### config.mk
export PLATFORM = sky130hd
export DESIGN_NAME = wb_arbiter_flat
export DESIGN_NICKNAME = d
export VERILOG_FILES = /design/src/rtl/wb_pkg.sv /design/src/rtl/wb_arbiter_if.sv /design/src/rtl/wb_fifo.sv /design/src/rtl/wb_arbiter.sv /design/src/flat_wrapper.sv
export SDC_FILE = /design/constraint.sdc
export NUM_CORES = 1
export LEC_CHECK = 0
export BUFFER_PORTS_ARGS = -buffer_cell sky130_fd_sc_hd__buf_4
export CAP_MARGIN = 20
export CORE_ASPECT_RATIO = 0.9
export CORE_MARGIN = 2
export CORE_UTILIZATION = 55
export CTS_BUF_LIST = sky130_fd_sc_hd__clkbuf_8 sky130_fd_sc_hd__clkbuf_16
export DETAILED_ROUTE_END_ITERATION = 6
export PLACE_DENSITY = 0.79
export REMOVE_ABC_BUFFERS = 1
export SLEW_MARGIN = 20
export SYNTH_ARGS = -nofsm -noshare
export SYNTH_HDL_FRONTEND = slang
export SYNTH_HIERARCHICAL = 1
export SYNTH_SLANG_ARGS = --single-unit
### constraint.sdc
create_clock -name clk -period 6.55 [get_ports clk]
set_input_delay 1.31 -clock clk [delete_from_list [all_inputs] [get_ports clk]]
set_output_delay 1.31 -clock clk [all_outputs]
set_load 0.01 [all_outputs]
### src/rtl/wb_pkg.sv
// Shared types and defaults for the writeback arbiter.
// Contents: result width, default FIFO depth and starvation limit, the x0
// register index, and wb_req_t, the payload stored in the channel-B FIFO.
package wb_pkg;

    localparam int unsigned WB_WIDTH       = 32;
    localparam int unsigned RD_W           = 5;
    localparam int unsigned DEPTH_DEF      = 4;
    localparam int unsigned STARVE_LIM_DEF = 8;

    localparam logic [RD_W-1:0] REG_ZERO = 5'd0;

    // One pending register-file write; live=0 means the entry was superseded.
    typedef struct packed {
        logic                live;
        logic [RD_W-1:0]     rd;
        logic [WB_WIDTH-1:0] data;
    } wb_req_t;

endpackage

### src/rtl/wb_arbiter_if.sv
// Producer / register-file bundle for the writeback arbiter.
// slave  : arbiter side (consumes A/B results, drives WE3/AD3/WD3/busy).
// master : producer/testbench side.
// With WB_BYPASS_EN defined the bundle also carries fwd_valid/fwd_rd/fwd_data.
interface wb_arbiter_if #(
    parameter int unsigned WIDTH = wb_pkg::WB_WIDTH
);
    logic             a_valid;
    logic             a_ready;
    logic [4:0]       a_rd;
    logic [WIDTH-1:0] a_data;

    logic             b_valid;
    logic             b_ready;
    logic [4:0]       b_rd;
    logic [WIDTH-1:0] b_data;

    logic             WE3;
    logic [4:0]       AD3;
    logic [WIDTH-1:0] WD3;
    logic             busy;

`ifdef WB_BYPASS_EN
    logic             fwd_valid;
    logic [4:0]       fwd_rd;
    logic [WIDTH-1:0] fwd_data;
`endif

    modport slave (
        input  a_valid, a_rd, a_data,
        input  b_valid, b_rd, b_data,
        output a_ready, b_ready,
        output WE3, AD3, WD3, busy
`ifdef WB_BYPASS_EN
        , output fwd_valid, fwd_rd, fwd_data
`endif
    );

    modport master (
        output a_valid, a_rd, a_data,
        output b_valid, b_rd, b_data,
        input  a_ready, b_ready,
        input  WE3, AD3, WD3, busy
`ifdef WB_BYPASS_EN
        , input fwd_valid, fwd_rd, fwd_data
`endif
    );

endinterface

### src/rtl/wb_fifo.sv
// Channel-B holding FIFO of wb_req_t with a register-number kill port.
// Ports: clk, rst (sync, active-high), push_i/push_req_i, pop_i,
//        kill_i/kill_rd_i (clear live on every entry whose rd matches),
//        head_o (entry at read pointer), full_o, empty_o.
// Pointers carry one extra wrap bit so full and empty are distinguishable.
module wb_fifo
    import wb_pkg::*;
#(
    parameter int unsigned DEPTH = DEPTH_DEF
) (
    input  logic            clk,
    input  logic            rst,
    input  logic            push_i,
    input  wb_req_t         push_req_i,
    input  logic            pop_i,
    input  logic            kill_i,
    input  logic [RD_W-1:0] kill_rd_i,
    output wb_req_t         head_o,
    output logic            full_o,
    output logic            empty_o
);

    localparam int unsigned AW = $clog2(DEPTH);
    localparam int unsigned PW = AW + 1;

    logic [PW-1:0] wr_ptr_q, wr_ptr_d;
    logic [PW-1:0] rd_ptr_q, rd_ptr_d;
    wb_req_t       mem_q [DEPTH];
    wb_req_t       mem_d [DEPTH];

    assign full_o  = (wr_ptr_q[AW] != rd_ptr_q[AW]) &&
                     (wr_ptr_q[AW-1:0] == rd_ptr_q[AW-1:0]);
    assign empty_o = (wr_ptr_q == rd_ptr_q);
    assign head_o  = mem_q[rd_ptr_q[AW-1:0]];

    // Kill runs before push so a same-cycle push is never killed.
    always_comb begin
        wr_ptr_d = wr_ptr_q;
        rd_ptr_d = rd_ptr_q;
        for (int unsigned i = 0; i < DEPTH; i++) begin
            mem_d[AW'(i)] = mem_q[AW'(i)];
            if (kill_i && (mem_q[AW'(i)].rd == kill_rd_i)) begin
                mem_d[AW'(i)].live = 1'b0;
            end
        end
        if (push_i && !full_o) begin
            mem_d[wr_ptr_q[AW-1:0]] = push_req_i;
            wr_ptr_d                = wr_ptr_q + PW'(1);
        end
        if (pop_i && !empty_o) begin
            rd_ptr_d = rd_ptr_q + PW'(1);
        end
    end

    always_ff @(posedge clk) begin
        if (rst) begin
            wr_ptr_q <= '0;
            rd_ptr_q <= '0;
            for (int unsigned i = 0; i < DEPTH; i++) begin
                mem_q[AW'(i)] <= '0;
            end
        end else begin
            wr_ptr_q <= wr_ptr_d;
            rd_ptr_q <= rd_ptr_d;
            for (int unsigned i = 0; i < DEPTH; i++) begin
                mem_q[AW'(i)] <= mem_d[AW'(i)];
            end
        end
    end

endmodule

### src/rtl/wb_arbiter.sv
// Writeback arbiter: merges the single-cycle ALU result (channel A) and the
// FIFO-buffered long-latency result (channel B) into one registered
// register-file write per cycle on WE3/AD3/WD3.
// Ports: clk, rst (sync, active-high), bus (wb_arbiter_if.slave):
//   a_valid/a_ready/a_rd/a_data, b_valid/b_ready/b_rd/b_data,
//   WE3/AD3/WD3 (registered write), busy (FIFO non-empty or WE3).
// Optional macro WB_BYPASS_EN: adds fwd_valid/fwd_rd/fwd_data, a
// combinational view of the write selected this cycle (WE3 one cycle later).
// WIDTH is expected to equal wb_pkg::WB_WIDTH (FIFO payload width).
module wb_arbiter
    import wb_pkg::*;
#(
    parameter int unsigned WIDTH      = WB_WIDTH,
    parameter int unsigned DEPTH      = DEPTH_DEF,
    parameter int unsigned STARVE_LIM = STARVE_LIM_DEF
) (
    input  logic        clk,
    input  logic        rst,
    wb_arbiter_if.slave bus
);

    localparam int unsigned     CNT_W   = $clog2(STARVE_LIM + 1);
    localparam logic [CNT_W-1:0] CNT_LIM = CNT_W'(STARVE_LIM);

    wb_req_t          head;
    wb_req_t          push_req;
    logic             full, empty;
    logic             a_ready_c, b_ready_c;
    logic             a_fire_c, a_fire_nz_c, push_c, pop_c;
    logic             head_live_c, head_dead_c;
    logic             sel_we_c;
    logic [RD_W-1:0]  sel_rd_c;
    logic [WIDTH-1:0] sel_data_c;

    logic [CNT_W-1:0] cnt_q, cnt_d;
    logic             we3_q;
    logic [RD_W-1:0]  ad3_q;
    logic [WIDTH-1:0] wd3_q;

    // A is throttled for exactly the cycle the starve counter sits at its limit.
    assign a_ready_c = (cnt_q != CNT_LIM);
    assign b_ready_c = !full;

    assign push_req = '{live: 1'b1, rd: bus.b_rd, data: WB_WIDTH'(bus.b_data)};

    wb_fifo #(.DEPTH(DEPTH)) u_fifo (
        .clk        (clk),
        .rst        (rst),
        .push_i     (push_c),
        .push_req_i (push_req),
        .pop_i      (pop_c),
        .kill_i     (a_fire_nz_c),
        .kill_rd_i  (bus.a_rd),
        .head_o     (head),
        .full_o     (full),
        .empty_o    (empty)
    );

    // Per-cycle selection; a dead head (already killed or killed by this A) pops for free.
    always_comb begin
        a_fire_c    = bus.a_valid && a_ready_c;
        a_fire_nz_c = a_fire_c && (bus.a_rd != REG_ZERO);
        push_c      = bus.b_valid && b_ready_c && (bus.b_rd != REG_ZERO);
        head_live_c = !empty && head.live;
        head_dead_c = !empty && (!head.live || (a_fire_nz_c && (head.rd == bus.a_rd)));

        sel_we_c   = 1'b0;
        sel_rd_c   = REG_ZERO;
        sel_data_c = '0;
        if (a_fire_nz_c) begin
            sel_we_c   = 1'b1;
            sel_rd_c   = bus.a_rd;
            sel_data_c = bus.a_data;
        end else if (!a_fire_c && head_live_c) begin
            sel_we_c   = 1'b1;
            sel_rd_c   = head.rd;
            sel_data_c = WIDTH'(head.data);
        end

        pop_c = head_dead_c || (!a_fire_c && head_live_c);

        cnt_d = cnt_q;
        if (pop_c) begin
            cnt_d = '0;
        end else if (head_live_c && a_fire_c && (cnt_q != CNT_LIM)) begin
            cnt_d = cnt_q + CNT_W'(1);
        end
    end

    // Write port register and starve counter.
    always_ff @(posedge clk) begin
        if (rst) begin
            cnt_q <= '0;
            we3_q <= 1'b0;
            ad3_q <= REG_ZERO;
            wd3_q <= '0;
        end else begin
            cnt_q <= cnt_d;
            we3_q <= sel_we_c;
            if (sel_we_c) begin
                ad3_q <= sel_rd_c;
                wd3_q <= sel_data_c;
            end
        end
    end

    assign bus.a_ready = a_ready_c;
    assign bus.b_ready = b_ready_c;
    assign bus.WE3     = we3_q;
    assign bus.AD3     = ad3_q;
    assign bus.WD3     = wd3_q;
    assign bus.busy    = !empty || we3_q;

`ifdef WB_BYPASS_EN
    assign bus.fwd_valid = sel_we_c;
    assign bus.fwd_rd    = sel_rd_c;
    assign bus.fwd_data  = sel_data_c;
`endif

endmodule

### src/flat_wrapper.sv
// flat-port wrapper written by rule: the top's interface ports become plain ports
module wb_arbiter_flat import wb_pkg::*;
#(
    parameter int unsigned WIDTH      = WB_WIDTH,
    parameter int unsigned DEPTH      = DEPTH_DEF,
    parameter int unsigned STARVE_LIM = STARVE_LIM_DEF
)
  (clk, rst, bus_a_valid, bus_a_rd, bus_a_data, bus_b_valid, bus_b_rd, bus_b_data, bus_a_ready, bus_b_ready, bus_WE3, bus_AD3, bus_WD3, bus_busy);
  wb_arbiter_if #(.WIDTH(WIDTH)) bus_i ();
  input  logic clk;
  input  logic rst;
  input wire logic [$bits(bus_i.a_valid)-1:0] bus_a_valid;
  input wire logic [$bits(bus_i.a_rd)-1:0] bus_a_rd;
  input wire logic [$bits(bus_i.a_data)-1:0] bus_a_data;
  input wire logic [$bits(bus_i.b_valid)-1:0] bus_b_valid;
  input wire logic [$bits(bus_i.b_rd)-1:0] bus_b_rd;
  input wire logic [$bits(bus_i.b_data)-1:0] bus_b_data;
  output wire logic [$bits(bus_i.a_ready)-1:0] bus_a_ready;
  output wire logic [$bits(bus_i.b_ready)-1:0] bus_b_ready;
  output wire logic [$bits(bus_i.WE3)-1:0] bus_WE3;
  output wire logic [$bits(bus_i.AD3)-1:0] bus_AD3;
  output wire logic [$bits(bus_i.WD3)-1:0] bus_WD3;
  output wire logic [$bits(bus_i.busy)-1:0] bus_busy;
  assign bus_i.a_valid = bus_a_valid;
  assign bus_i.a_rd = bus_a_rd;
  assign bus_i.a_data = bus_a_data;
  assign bus_i.b_valid = bus_b_valid;
  assign bus_i.b_rd = bus_b_rd;
  assign bus_i.b_data = bus_b_data;
  assign bus_a_ready = bus_i.a_ready;
  assign bus_b_ready = bus_i.b_ready;
  assign bus_WE3 = bus_i.WE3;
  assign bus_AD3 = bus_i.AD3;
  assign bus_WD3 = bus_i.WD3;
  assign bus_busy = bus_i.busy;
  wb_arbiter #(.WIDTH(WIDTH), .DEPTH(DEPTH), .STARVE_LIM(STARVE_LIM)) u_core (.clk(clk), .rst(rst), .bus(bus_i));
endmodule
Word level (Yosys, flattened, before mapping)
Memory sizes are Yosys's and may differ from the RTL's. A register that Yosys moved wholly into a read port is not among the register bits.
Cells that the tools add are included.

storage, ports and cells
  register bits = 48
  RAM bits = 152
  input bits = 78
  output and inout bits = 41
  memories = 1

operators by class
  $add $sub $neg = 3
  $lt $le $gt $ge = 2
  equality and inequality tests = 9
  multiplexer cells = 23
  bitwise operators = 5
  reductions and logical operators = 28

memories
  name                 words  bits a word  rd ports  clocked after memory_dff  write ports  RTL line       source
  u_core.u_fifo.mem_q  4      38           5         1                         4            wb_fifo.sv:28  wb_req_t mem_q [DEPTH];

operator list
  cell                                                                           count
  38-bit two-way mux                                                             5
  152-bit bitwise mux                                                            1
  152-bit two-way mux                                                            1
  38-bit demux with 2-bit select                                                 1
  32-bit two-way mux                                                             2
  5-bit == test                                                                  5
  1-bit logical AND                                                              18
  5-bit two-way mux                                                              2
  5-bit nonzero test                                                             2
  1-bit two-way mux                                                              9
  3-bit by 1-bit adder with 3-bit output (second input constant)                 2
  4-bit by 1-bit adder with 4-bit output (second input constant)                 1
  1-bit zero test                                                                4
  2-bit two-way mux                                                              2
  4-bit inequality test (second input constant)                                  1
  1-bit bitwise OR                                                               4
  3-bit == test                                                                  1
  3-bit greater-or-equal comparator (second input constant)                      1
  1-bit logical OR                                                               3
  3-bit by 1-bit less-than comparator with 1-bit output (second input constant)  1
  2-bit inverter with 3-bit output                                               1
  2-bit == test                                                                  1
  2-bit OR reduction                                                             1
  1-bit inequality test                                                          1

Logic depth before layout (Yosys ltp)
  word-level depth = 10
  mapped depth = 10

Modules after synthesis
The synthesis kept the hierarchy.

by module, submodules not included
  module      times used  cells each  area each (µm²)
  wb_fifo     1           616         6867.8
  wb_arbiter  1           182         1891.8

Worst setup path after synthesis
Ideal clock, no wire load.

  path type = in2reg
  from = in bus_b_rd[1]
  to = reg (tool-made name)
  data arrival time = 2.697 ns
  data required time = 6.422 ns
  path slack = 3.725 ns
  stages = 8
  path buffers = 2
  cell sequence = or3_1 > o311a_1 > nand2_1 > a31oi_1 > buf_4 > buf_4 > mux2i_1 > nor2_1

RTL lines
  element      RTL line            source
  from (decl)  flat_wrapper.sv:16  input wire logic [$bits(bus_i.b_rd)-1:0] bus_b_rd;

Worst setup path in the final report
  from = reg u_core.u_fifo.wr_ptr_q[1]
  to = out bus_b_ready

between the ends
  longest elaborated chain between the ends = 3

ends and longest elaborated chain
  element                 RTL line            source
  from (decl)             wb_fifo.sv:26       logic [PW-1:0] wr_ptr_q, wr_ptr_d;
  from (signal assigned)  wb_fifo.sv:63       wr_ptr_q <= wr_ptr_d;
  2-bit == test           wb_fifo.sv:32       (wr_ptr_q[AW-1:0] == rd_ptr_q[AW-1:0]);
  1-bit logical AND       wb_fifo.sv:31       assign full_o = (wr_ptr_q[AW] != rd_ptr_q[AW]) &&
  named net u_core.full   wb_arbiter.sv:27    logic full, empty;
  1-bit zero test         wb_arbiter.sv:42    assign b_ready_c = !full;
  to (decl)               flat_wrapper.sv:19  output wire logic [$bits(bus_i.b_ready)-1:0] bus_b_ready;

The timed path passes the listed nets, and every way through them passes these cells.

==> flow_summary.yaml <==
synthesis:
  synthesized_instance_count: 798
  yosys.cell_types.count: 47
  post_synth.cell_area_avg_um2: 11.0
  yosys_warnings: 6
  synth-seq-area-share: 0.462
  synth-seq-cells: 202
  synthesis.area_mm2: 0.00876
worst_setup_path:
  critical_path_data_arrival_time_ps: 2250
  endpoint_kind: "output port"
  crit_path_max_fanout: 6
  critPathRequiredTime_ps: 5240
  reg2reg_slack_ps: 3180
  timing.setup.critical_path_class: "reg -> out"
  reg2reg_depth: 9
  startpoint_type: "register"
global_route:
  first_global_vias: 6020
  grt_antenna_before_repair: 0
  wire_length_of_the_first_global_routing_pass_mm: 30.8
  grt.total_usage: 0.227
  gr-total-overflow: 0
  pin_count_of_the_biggest_net_entering_global_routing: 92
timing:
  hold_viol_final: 0
  timing.final.ws_setup_ps: 2990
  slew_viol_final: 0
  maxClockFrequency_ghz: 0.281
  rsz0062_at_grt: "no"
  worstMarginPinSlew_ps: 1070
  setup_violations: 0
  timing.slew.headroom: 0.284
  layout_worst_path_cycle_share: 0.543
  worst_hold_slack_ps: 469
  fin_crit_ps: 3560
  clock_skew_ps: 12.2
  setup-tns-final_ps: 0
floorplanning:
  row_count: 43
  die_h_um: 124
  start_util: 0.565
  fp.dieArea_mm2: 0.0170
  fp.coreArea_mm2: 0.0155
  die-width_um: 137
  io_pins: 119
clock_tree:
  clock_tree.root_cell: "clkbuf_16"
  tritoncts_num_sinks: 202
  htree_levels: 1
  clkLatencyLatePin_ps: 500
  clk_path_buf_depth: 3
  ctsHoldBuffers: 0
  tritoncts: "yes"
  post-cts-setup-buffer-count: 0
  numCtsBuffers: 21
  cts.reportedPaths.clkPinSlew_ps: 60
  cts_resized: 0
cells_and_area:
  stdcell_count: 1112
  n_fill_cell: 1198
  layout-drive-gt1-share: 0.235
  insertedDiodeCount: 0
  syn2layout_area_growth_pct: 19.1
  most_frequent_cells_in_the_layout: "200 x dfxtp_1, 159 x nor2_1, 151 x mux2i_1, 127 x buf_4, 38 x mux4_2"
  final_common_cell: "dfxtp_1"
  finalCoreUtilization: 0.673
  final_std_cell_area_no_fill_mm2: 0.0104
  num-nets-final: 981
place:
  placedCellCount: 1075
  dp_worst_setup_slack_ps: 2880
  place_area_mm2: 0.00979
  io_buffers: 118
  routabilityCongestion: 0.801
  detailed_place_hpwl_mm: 11.7
pwr:
  share_comb_of_total_power: 0.189
  cell_internal_pwr_mw: 2.20
  finalPower_mw: 3.01
  cellLeakagePower_nw: 4.07
  power.switching_fraction: 0.269
  power_per_cell_area_mw_per_mm2: 289
  power.ir.vdd_worst_mv: 0.268
  power_frac_clock: 0.366
  p_sw_uw: 811
  reg_power_frac: 0.445
detailed_routing:
  drtPass1Iterations: 4
  detail-route-antenna-nets: 0
  drt-vias-per-instance: 5.57
  post-route-drc-count: 0
  drt_iter0_drc: 399
  avg_wl_per_cell_um: 17.0
  detail_route.wirelength_mm: 18.9
  vias: 6193
run_status:
  status: "finished, final reports clean"
min_path:
  type_of_the_most_critical_hold_path: "reg -> reg"
  hold-path-cell-count: 1
run:
  max_cap_viols: 0
-- final cells by class --
cell class | count | area (um^2) | area share
multi-input cells | 531 | 4480 | 0.430
repair buffers | 127 | 953 | 0.0914
clock inverters | 11 | 48.8 | 0.00468
well taps | 202 | 253 | 0.0242
clock buffers | 26 | 594 | 0.0570
flip-flops and latches | 202 | 4050 | 0.388
inverters | 13 | 51.3 | 0.00492
-- cells by family after synthesis --
group                    count (synthesis)  share of synthesized area
XOR/XNOR                                36                     0.0369
adder cells (fa/ha/maj)                  7                     0.0100
AND/OR/NAND/NOR                        226                      0.115
buffers and inverters                   68                     0.0369
multiplexers                           189                      0.270
other                                    1                   0.000428
AO/OA/AOI/OAI                           69                     0.0691
flip-flops                             202                      0.462
-- per-layer routing --
| metal | GRT usage | vias to the layer above | wire length, um |
|---|---|---|---|
| met5 | 0 | - | 0 |
| met4 | 0.0535 | 0 | 414 |
| met3 | 0.0387 | 29 | 982 |
| met2 | 0.358 | 151 | 8670 |
| met1 | 0.327 | 2985 | 8860 |
| li1 | - | 3028 | - |
-- Yosys cell counts, drive strengths merged --
cell     instances  area [um^2]
xnor2           14          123
nand2b           2         12.5
nand3b           1         7.51
mux2i          151         1510
and2            32          200
xor2            22          200
a221o           32          327
dfxtp          202         4040
o21ai            2         10.0
inv             13         51.3
ha               7         87.6
nand4            1         6.26
and3b            1         8.76
nor2           160          601
nand2           10         37.5
mux4            38          856
o2bb2ai          3         26.3
a311o            4         40.0
nor4             4         25.0
o31ai            1         7.51
and3             4         26.3
a22oi            2         15.0
a31oi           10         62.6
a211o            1         8.76
o311a            2         21.3
conb             1         3.75
or3              3         23.8
buf             27          166
nand3            4         20.0
and4b            1         10.0
nor2b            1         6.26
nor3             2         21.3
a21oi            9         45.0
o311ai           2         35.0
a211oi           1         7.51
clkbuf          28          105
-- power groups by stage --
stage	sequential, mW	clock (mW)	combinational [mW]
floorplan	1.41	0	0.331
global placement	1.36	0	0.566
detailed placement	1.37	0	0.575
CTS	1.34	1.12	0.578
global route	1.35	1.18	0.623
finish	1.34	1.10	0.569
-- worst max-delay path, stage by stage (launching register included) --
cell and delay, ps:
dfxtp_1 380, xnor2_1 870, and3_1 280, inv_1 70, buf_4 140
-- path summary, 6_finish.rpt --
kind / endpoint / start
max: bus_b_ready / u_core/u_fifo/wr_ptr_q[1]
min: u_core/bus.AD3[0] / u_core/bus.AD3[0]
max reg2reg: register / u_core/u_fifo/wr_ptr_q[0]
min reg2reg: u_core/bus.AD3[0] / u_core/bus.AD3[0]
Note: power is estimated with default switching activity, not from simulation.
